==> src/rtl/fixed_point_pkg.sv <==
// Shared types and sizing helpers for the fixed-point MAC datapath.
// Q-format bounds are derived from the total signed operand width.
package fixed_point_pkg;

    typedef enum logic {
        RND_TRUNC   = 1'b0,
        RND_HALF_UP = 1'b1
    } round_mode_e;

    function automatic int acc_width(input int width, input int lanes, input int acc_guard);
        return 2 * width + acc_guard + $clog2(lanes);
    endfunction

    function automatic longint q_max(input int width);
        return (longint'(1) <<< (width - 1)) - 1;
    endfunction

    function automatic longint q_min(input int width);
        return -(longint'(1) <<< (width - 1));
    endfunction

endpackage

==> src/rtl/fixed_point_round_sat.sv <==
// Rescales a wide accumulator back to Q format with truncate or round-half-up,
// then either clamps or wraps into WIDTH bits while flagging overflow.
module fixed_point_round_sat
    import fixed_point_pkg::*;
#(
    parameter int WIDTH      = 17,
    parameter int FRAC_WIDTH = 8,
    parameter int ACC_W      = 42
) (
    input  logic signed [ACC_W-1:0] acc,
    input  round_mode_e             round,
    input  logic                    sat,
    output logic signed [WIDTH-1:0] result,
    output logic                    overflow
);

    // One extra bit so the rounding increment can never wrap the accumulator value.
    localparam int EXT_W = ACC_W + 1;
    localparam logic signed [EXT_W-1:0] HALF = EXT_W'(1) <<< (FRAC_WIDTH - 1);
    localparam logic signed [WIDTH-1:0] QMAX = WIDTH'(q_max(WIDTH));
    localparam logic signed [WIDTH-1:0] QMIN = WIDTH'(q_min(WIDTH));

    function automatic logic signed [EXT_W-1:0] rescale(input logic signed [ACC_W-1:0] a,
                                                       input round_mode_e          mode);
        logic signed [EXT_W-1:0] ext;
        ext = {a[ACC_W-1], a};
        if (mode == RND_HALF_UP)
            ext = ext + HALF;
        return ext >>> FRAC_WIDTH;
    endfunction

    function automatic logic out_of_range(input logic signed [EXT_W-1:0] t);
        return t[EXT_W-1:WIDTH-1] != {(EXT_W - WIDTH + 1){t[WIDTH-1]}};
    endfunction

    function automatic logic signed [WIDTH-1:0] saturate(input logic signed [EXT_W-1:0] t,
                                                        input logic                    en,
                                                        input logic                    ovf);
        if (en && ovf)
            return t[EXT_W-1] ? QMIN : QMAX;
        return t[WIDTH-1:0];
    endfunction

    logic signed [EXT_W-1:0] tmp;

    always_comb begin
        tmp      = rescale(acc, round);
        overflow = out_of_range(tmp);
        result   = saturate(tmp, sat, overflow);
    end

endmodule

==> src/rtl/fixed_point_mac.sv <==
// Pipelined multi-lane fixed-point dot-product engine: multiply, accumulate,
// then rescale/round/saturate one result per vector, with a global stall.
module fixed_point_mac
    import fixed_point_pkg::*;
#(
    parameter int INT_WIDTH  = 8,
    parameter int FRAC_WIDTH = 8,
    parameter int WIDTH      = INT_WIDTH + FRAC_WIDTH + 1,
    parameter int LANES      = 1,
    parameter int ACC_GUARD  = 8
) (
    input  logic                    clk,
    input  logic                    rst,
    input  logic                    in_valid,
    output logic                    in_ready,
    input  logic [LANES*WIDTH-1:0]  in_a,
    input  logic [LANES*WIDTH-1:0]  in_b,
    input  logic                    in_last,
    input  logic                    in_round,
    input  logic                    in_sat,
    output logic                    out_valid,
    input  logic                    out_ready,
    output logic signed [WIDTH-1:0] out_result,
    output logic                    out_overflow
);

    localparam int ACC_W  = acc_width(WIDTH, LANES, ACC_GUARD);
    localparam int PROD_W = 2 * WIDTH;

    logic                     advance;
    logic signed [PROD_W-1:0] prod_c  [LANES];
    logic signed [PROD_W-1:0] prod_p0 [LANES];
    logic                     vld_p0, last_p0, sat_p0;
    round_mode_e              round_p0;
    logic signed [ACC_W-1:0]  lane_sum_c, acc_p1;
    logic                     vld_p1, first_p1, last_p1, sat_p1;
    round_mode_e              round_p1;
    logic signed [WIDTH-1:0]  result_c;
    logic                     overflow_c;

    // A held result freezes the entire pipeline, so nothing upstream may move.
    assign advance  = !(out_valid && !out_ready);
    assign in_ready = advance;

    always_comb begin
        for (int i = 0; i < LANES; i++)
            prod_c[i] = $signed(in_a[i*WIDTH +: WIDTH]) * $signed(in_b[i*WIDTH +: WIDTH]);
    end

    always_comb begin
        lane_sum_c = '0;
        for (int i = 0; i < LANES; i++)
            lane_sum_c = lane_sum_c + ACC_W'(prod_c_ext(prod_p0[i]));
    end

    function automatic logic signed [ACC_W-1:0] prod_c_ext(input logic signed [PROD_W-1:0] p);
        return {{(ACC_W - PROD_W){p[PROD_W-1]}}, p};
    endfunction

    // Stage 1: full-precision lane products and beat attributes
    always_ff @(posedge clk or posedge rst) begin
        if (rst) begin
            vld_p0   <= 1'b0;
            last_p0  <= 1'b0;
            round_p0 <= RND_TRUNC;
            sat_p0   <= 1'b0;
        end else if (advance) begin
            vld_p0 <= in_valid;
            if (in_valid) begin
                last_p0  <= in_last;
                round_p0 <= round_mode_e'(in_round);
                sat_p0   <= in_sat;
            end
        end
    end

    always_ff @(posedge clk) begin
        if (advance && in_valid)
            prod_p0 <= prod_c;
    end

    // Stage 2: lane reduction and accumulation; first beat of a vector reloads
    always_ff @(posedge clk or posedge rst) begin
        if (rst) begin
            vld_p1   <= 1'b0;
            first_p1 <= 1'b1;
            acc_p1   <= '0;
            last_p1  <= 1'b0;
            round_p1 <= RND_TRUNC;
            sat_p1   <= 1'b0;
        end else if (advance) begin
            vld_p1 <= vld_p0;
            if (vld_p0) begin
                acc_p1   <= first_p1 ? lane_sum_c : acc_p1 + lane_sum_c;
                first_p1 <= last_p0;
                last_p1  <= last_p0;
                round_p1 <= round_p0;
                sat_p1   <= sat_p0;
            end
        end
    end

    fixed_point_round_sat #(
        .WIDTH      (WIDTH),
        .FRAC_WIDTH (FRAC_WIDTH),
        .ACC_W      (ACC_W)
    ) u_round_sat (
        .acc      (acc_p1),
        .round    (round_p1),
        .sat      (sat_p1),
        .result   (result_c),
        .overflow (overflow_c)
    );

    // Stage 3: result register, loaded on last beats only
    always_ff @(posedge clk or posedge rst) begin
        if (rst) begin
            out_valid    <= 1'b0;
            out_result   <= '0;
            out_overflow <= 1'b0;
        end else if (advance) begin
            if (vld_p1 && last_p1) begin
                out_valid    <= 1'b1;
                out_result   <= result_c;
                out_overflow <= overflow_c;
            end else begin
                out_valid <= 1'b0;
            end
        end
    end

endmodule

==> config.mk <==
export PLATFORM = sky130hd
export DESIGN_NAME = fixed_point_mac
export DESIGN_NICKNAME = d
export VERILOG_FILES = /design/src/rtl/fixed_point_pkg.sv /design/src/rtl/fixed_point_round_sat.sv /design/src/rtl/fixed_point_mac.sv
export SDC_FILE = /design/constraint.sdc
export NUM_CORES = 1
export LEC_CHECK = 0
export ABC_AREA = 1
export CORE_UTILIZATION = 65
export CTS_BUF_LIST = sky130_fd_sc_hd__clkbuf_4 sky130_fd_sc_hd__clkbuf_8 sky130_fd_sc_hd__clkbuf_16
export DETAILED_ROUTE_END_ITERATION = 12
export DONT_BUFFER_PORTS = 1
export PLACE_DENSITY = 0.81
export SYNTH_ARGS = -nofsm -noshare
export SYNTH_HDL_FRONTEND = slang
export SYNTH_SLANG_ARGS = --single-unit
==> constraint.sdc <==
create_clock -name clk -period 5.7 [get_ports clk]
set_input_delay 0.855 -clock clk [delete_from_list [all_inputs] [get_ports clk]]
set_output_delay 0.855 -clock clk [all_outputs]
set_load 0.01 [all_outputs]
Word-level counts from Yosys, hierarchy flattened --
Cells that the tools add are included. Widths: inputs -> output; s select.
Storage, ports and cells: register bits 104, word-level logic and storage cells 35, output and inout port bits 20, input bits 41
Cells by class: reductions and logical operators 9, multipliers 1, multiplexer cells 7, bitwise operators 1, add/subtract/negate cells 2, eq/ne operators 1
Operators by type and width (count):
- $mux 17 | 3
- $add 42x9->43 const B | 1
- $mux 43 | 1
- $add 42x34->42 | 1
- $mux 42 | 1
- $mul 17x17->34 | 1
- $ne 26x26->1 | 1
- $reduce_and 2->1 | 3
- $logic_and 1x1->1 | 4
- $logic_not 1->1 | 2
- $mux 1 | 2
- $not 1->1 | 1

Logic depth before layout (Yosys ltp) --
depth in word-level cells 6, gate-level depth with buffers 31, gate-level depth less buffers 29

Hierarchy --
From an unflattened synthesis, not the netlist that was laid out.
Unflattened totals: cells, all modules 2805, area, all modules 20300.7 um^2
Modules (own cells, without submodules):
- fixed_point_mac | instances 1, cells each 2473, seq. area each 2773.9 um^2, area each 18705.4 um^2
- fixed_point_round_sat | instances 1, cells each 332, seq. area each 0.0 um^2, area each 1595.3 um^2

Worst setup path before layout --
Ideal clock, no wire load.
path kind input -> register, from input port in_a[16], to register prod_p0[33] (netlist name) (data pin), setup slack -1042 ps, data required time 5432 ps, cell stages on the path 21, setup time 268 ps, arrival 6473 ps, buffers on the path 2, cell sequence clkbuf_1 -> clkbuf_1 -> nand2_1 -> inv_1 -> fa_1 -> fa_1 -> fa_1 -> fa_1 -> fa_1 -> inv_1 -> fa_1 -> inv_1 -> ha_1 -> nand2_1 -> nor4_1 -> nand3b_1 -> nand3_1 -> a21oi_1 -> nor3_1 -> a211oi_1 -> xor2_1
RTL lines:
- start, declared | line fixed_point_mac.sv:16 | input logic [LANES*WIDTH-1:0] in_a,
- end signal, assigned | line fixed_point_mac.sv:79 | prod_p0 <= prod_c;
- end, declared | line fixed_point_mac.sv:32 | logic signed [PROD_W-1:0] prod_p0 [LANES];

==> results.txt <==
The run finished, with violations left. The checks that failed: setup timing. The total track usage came out at 0.339. The average instance in the mapped netlist occupies 7.59 µm². The number of max-slew violations in the final report is 0. Dividing the detail-routed wire length by the instance count gives 17.0 µm. The die span in x came out at 174 µm.

Clock-pin slew was measured on the worst setup and hold paths at 0.08 ns. The endpoint identified for the worst register-to-register timing path is out_result[1]. The synthesized design contains 104 register bits. In this run the count of I/O pins placed on the die edge is 61. The worst pin sits at a relative slew slack of 0.298. The full die area is 0.0302 mm². The later pin in the worst-skew pair is clocked with a latency of 0.36 ns. For this run, the leading register cell type out of synthesis is dfrtp_1. The initialized floorplan defines 62 standard-cell rows. Dividing the final minimum period by the clock period gives 1.02. Compared with the post-synthesis result, the final layout area differs by 8.92%. The total negative setup slack came out at -0.192 ns. The library cell contributing the largest single delay on the critical path is fa_2.

In the routed layout, each cell is associated on average with a via count of 5.50. The global placer's final weighted congestion is 0.965. The clock tree buffer depth is 2. CTS placed an instance of clkbuf_16 at the clock tree root. The post-synth net total is 2989. Based on the critical path, the design can be clocked at up to 172 MHz. From bottom edge to top edge, the die measures 174 µm.

Yosys mapped a number of flops with a built-in enable equal to 34. Before CTS, the worst setup slack after placement is -0.638 ns. Counting cells, the worst reg-to-reg path comes to 18. The time the worst path needs with I/O delays and setup came out at 5.83 ns.

The starting utilization of the core area came out at 0.664. The initial DRC count is 1132. The end-of-flow core utilization came out at 0.723.

In the final layout, the share of cells above drive strength 1 is 0.101. The worst setup path is captured at a flip-flop. Synthesis handed over a netlist of 2524 instances. The worst setup path is launched from an input pin. The post-synthesis async set-or-reset flop share came out at 0.673.

Of the synthesized area, sequential elements account for 0.145. The worst-case register-to-register setup slack came out at 2.69 ns. The standard cell core area is 0.0289 mm². The critical path required time is 5.80 ns.

The aggregate routed wire length came out at 49700 µm. Setup repair after global routing could not meet its margin everywhere. The number of max-capacitance violations reported came out at 0.

The number of iterations in the first detailed-routing pass came out at 6. The wire length of the first global-routing pass is 80900 µm. For this run, design rule violations remaining after detail routing come to 0.

The number of instances in the placed design came out at 2904. The warning count from the yosys run is 0. The half-perimeter wire length after placement came out at 40400 µm. The maximum fanout encountered on the critical timing path is 6.

The quantity of I/O buffers inserted on ports is 0. For this run the aggregate overflow at the end of global routing stands at 0. For this run, the number of standard cells in the final layout without fillers is 2926.

Entering global routing, the biggest net connects 58 pins. The TritonCTS clock tree is done. The count of H-tree levels built during CTS came out at 3. Counting every sink on the clock net gives 104. Setup violations remaining at the end of the flow were counted as 2. The class of the most critical hold timing path is input pin to asynchronous set/reset pin. The clock skew is 0.0102 ns. The final hold violation count came out at 0. The number of distinct library cells after synthesis came out at 55. The routed layout has 16100 vias.

The post-layout worst setup margin came out at -0.129 ns. The initial antenna violation count came out at 0. The worst register-to-register path begins at round_p1.

The arrival time of data at the critical path endpoint is 5.93 ns. The number of buffers created by CTS came out at 9. The stage delay of the slowest cell on the critical path came out at 0.60 ns. The cell area after technology mapping is 0.0192 mm². The worst setup path is of the input pin to flip-flop kind. The net count of the finished layout came out at 3002.

The number of global-route vias before repair came out at 16900. Traced cell by cell, the critical path runs through clkinvlp_4 -> buf_6 -> nor2_1 -> fa_1 -> fa_2 -> fa_2 -> fa_2 -> fa_1 -> fa_1 -> ha_4 -> a21oi_2 -> o21ai_1 -> a21oi_2 -> nand3_2 -> a21oi_4 -> nor3_1 -> a211oi_1 -> xor2_1. The worst-margin pin slew came out at 1.05 ns.

The number of routed nets with antenna violations came out at 0. The antenna cell count is 0.
==> flip-flops by register name, summed over array words and instances, names as in the netlist <==
signal,cells
acc_p1,42
first_p1,1
last_p0,1
last_p1,1
out_overflow,1
out_result,17
out_valid,1
prod_p0,34
round_p0,1
round_p1,1
sat_p0,1
sat_p1,1
vld_p0,1
vld_p1,1
==> logic make-up (layout without fill, tap and decap cells) <==
| group | Yosys count | after routing | synth area share |
|---|---|---|---|
| AND/OR/NAND/NOR | 961 | 961 | 0.208 |
| buffers and inverters | 688 | 706 | 0.138 |
| flip-flops | 104 | 104 | 0.145 |
| XOR/XNOR | 77 | 77 | 0.0352 |
| adder cells (fa/ha/maj) | 424 | 424 | 0.393 |
| AO/OA/AOI/OAI | 270 | 270 | 0.0811 |
==> stage by stage <==
step | hold WS, ns | area [µm²]
floorplan | 0.449 | 19700
global placement | 0.465 | 20100
detailed placement | 0.470 | 20100
CTS | 0.341 | 20600
global route | 0.354 | 20900
finish | 0.337 | 20900
==> routing by layer <==
metal	wire [µm]	track usage	share of wire	up-vias
li1	-	-	-	7607
met1	19400	0.410	0.39	7693
met2	25100	0.610	0.50	639
met3	3220	0.0428	0.065	141
met4	2020	0.146	0.041	0
met5	0	0	0	-
==> critical path: cells and delay by family <==
family / cells / cell delay (ns)
adder cells (fa/ha/maj): 7 / 3.35
XOR/XNOR: 1 / 0.13
AND/OR/NAND/NOR: 3 / 0.33
AO/OA/AOI/OAI: 5 / 0.91
buffers and inverters: 2 / 0.34
==> cell usage in the layout, fill, tap and decap left out, types with 14 or more instances in the layout <==
cell type  netlist  final
fa_2             0     16
o211ai_1        20     20
nand3_1         74     71
inv_1          593    577
dfrtp_1         69     69
a21oi_1        101     88
inv_2            0     14
nand2_1        649    640
nand4_1         17     17
xnor2_1         28     28
fa_1           297    281
ha_4             0     18
buf_4            1     89
nand2_2         12     16
xor2_1          49     49
edfxtp_1        34     34
ha_1           127    109
o21ai_0         88     77
nor2_1         152    146
==> repair_timing <==
action / CTS / global route
pin swaps: 34 / 49
hold buffers: 0 / 0
buffers inserted: 6 / 2
endpoints found under the setup margin: 5 / 12
cloned: 0 / 0
gates resized for setup: 29 / 61
==> synth_stat cells (34+ instances only) <==
| cell type | instances | area share |
|---|---|---|
| o21ai_0 | 88 | 0.023 |
| a21oi_1 | 101 | 0.026 |
| xor2_1 | 49 | 0.022 |
| nand2_1 | 649 | 0.13 |
| edfxtp_1 | 34 | 0.053 |
| nor2_1 | 152 | 0.030 |
| inv_1 | 593 | 0.12 |
| fa_1 | 297 | 0.31 |
| ha_1 | 127 | 0.083 |
| dfrtp_1 | 69 | 0.090 |
| nand3_1 | 74 | 0.019 |
| clkbuf_1 | 81 | 0.016 |
==> worst max path at each step <==
stage,startpoint,end,slack [ns]
floorplan,in_a[16],prod_p0[33],-0.37
CTS,in_b[16],prod_p0[33],-0.04
global placement,in_b[16],prod_p0[33],-0.45
finish,in_b[16],prod_p0[33],-0.13
detailed placement,in_b[16],prod_p0[33],-0.64
global route,in_b[16],prod_p0[33],-0.33
==> cell type report <==
cell class	count	area, µm²
Timing Repair Buffer	94	724
Tap cell	384	480
Fill cell	2188	7990
Clock inverter	6	68.8
Clock buffer	10	250
Inverter	596	2250
Sequential cell	104	2770
Multi-Input combinational cell	1732	14300
Power is left out: the tool's default activity adds up to more than one toggle a clock period on the data nets, which glitch-free logic cannot reach.
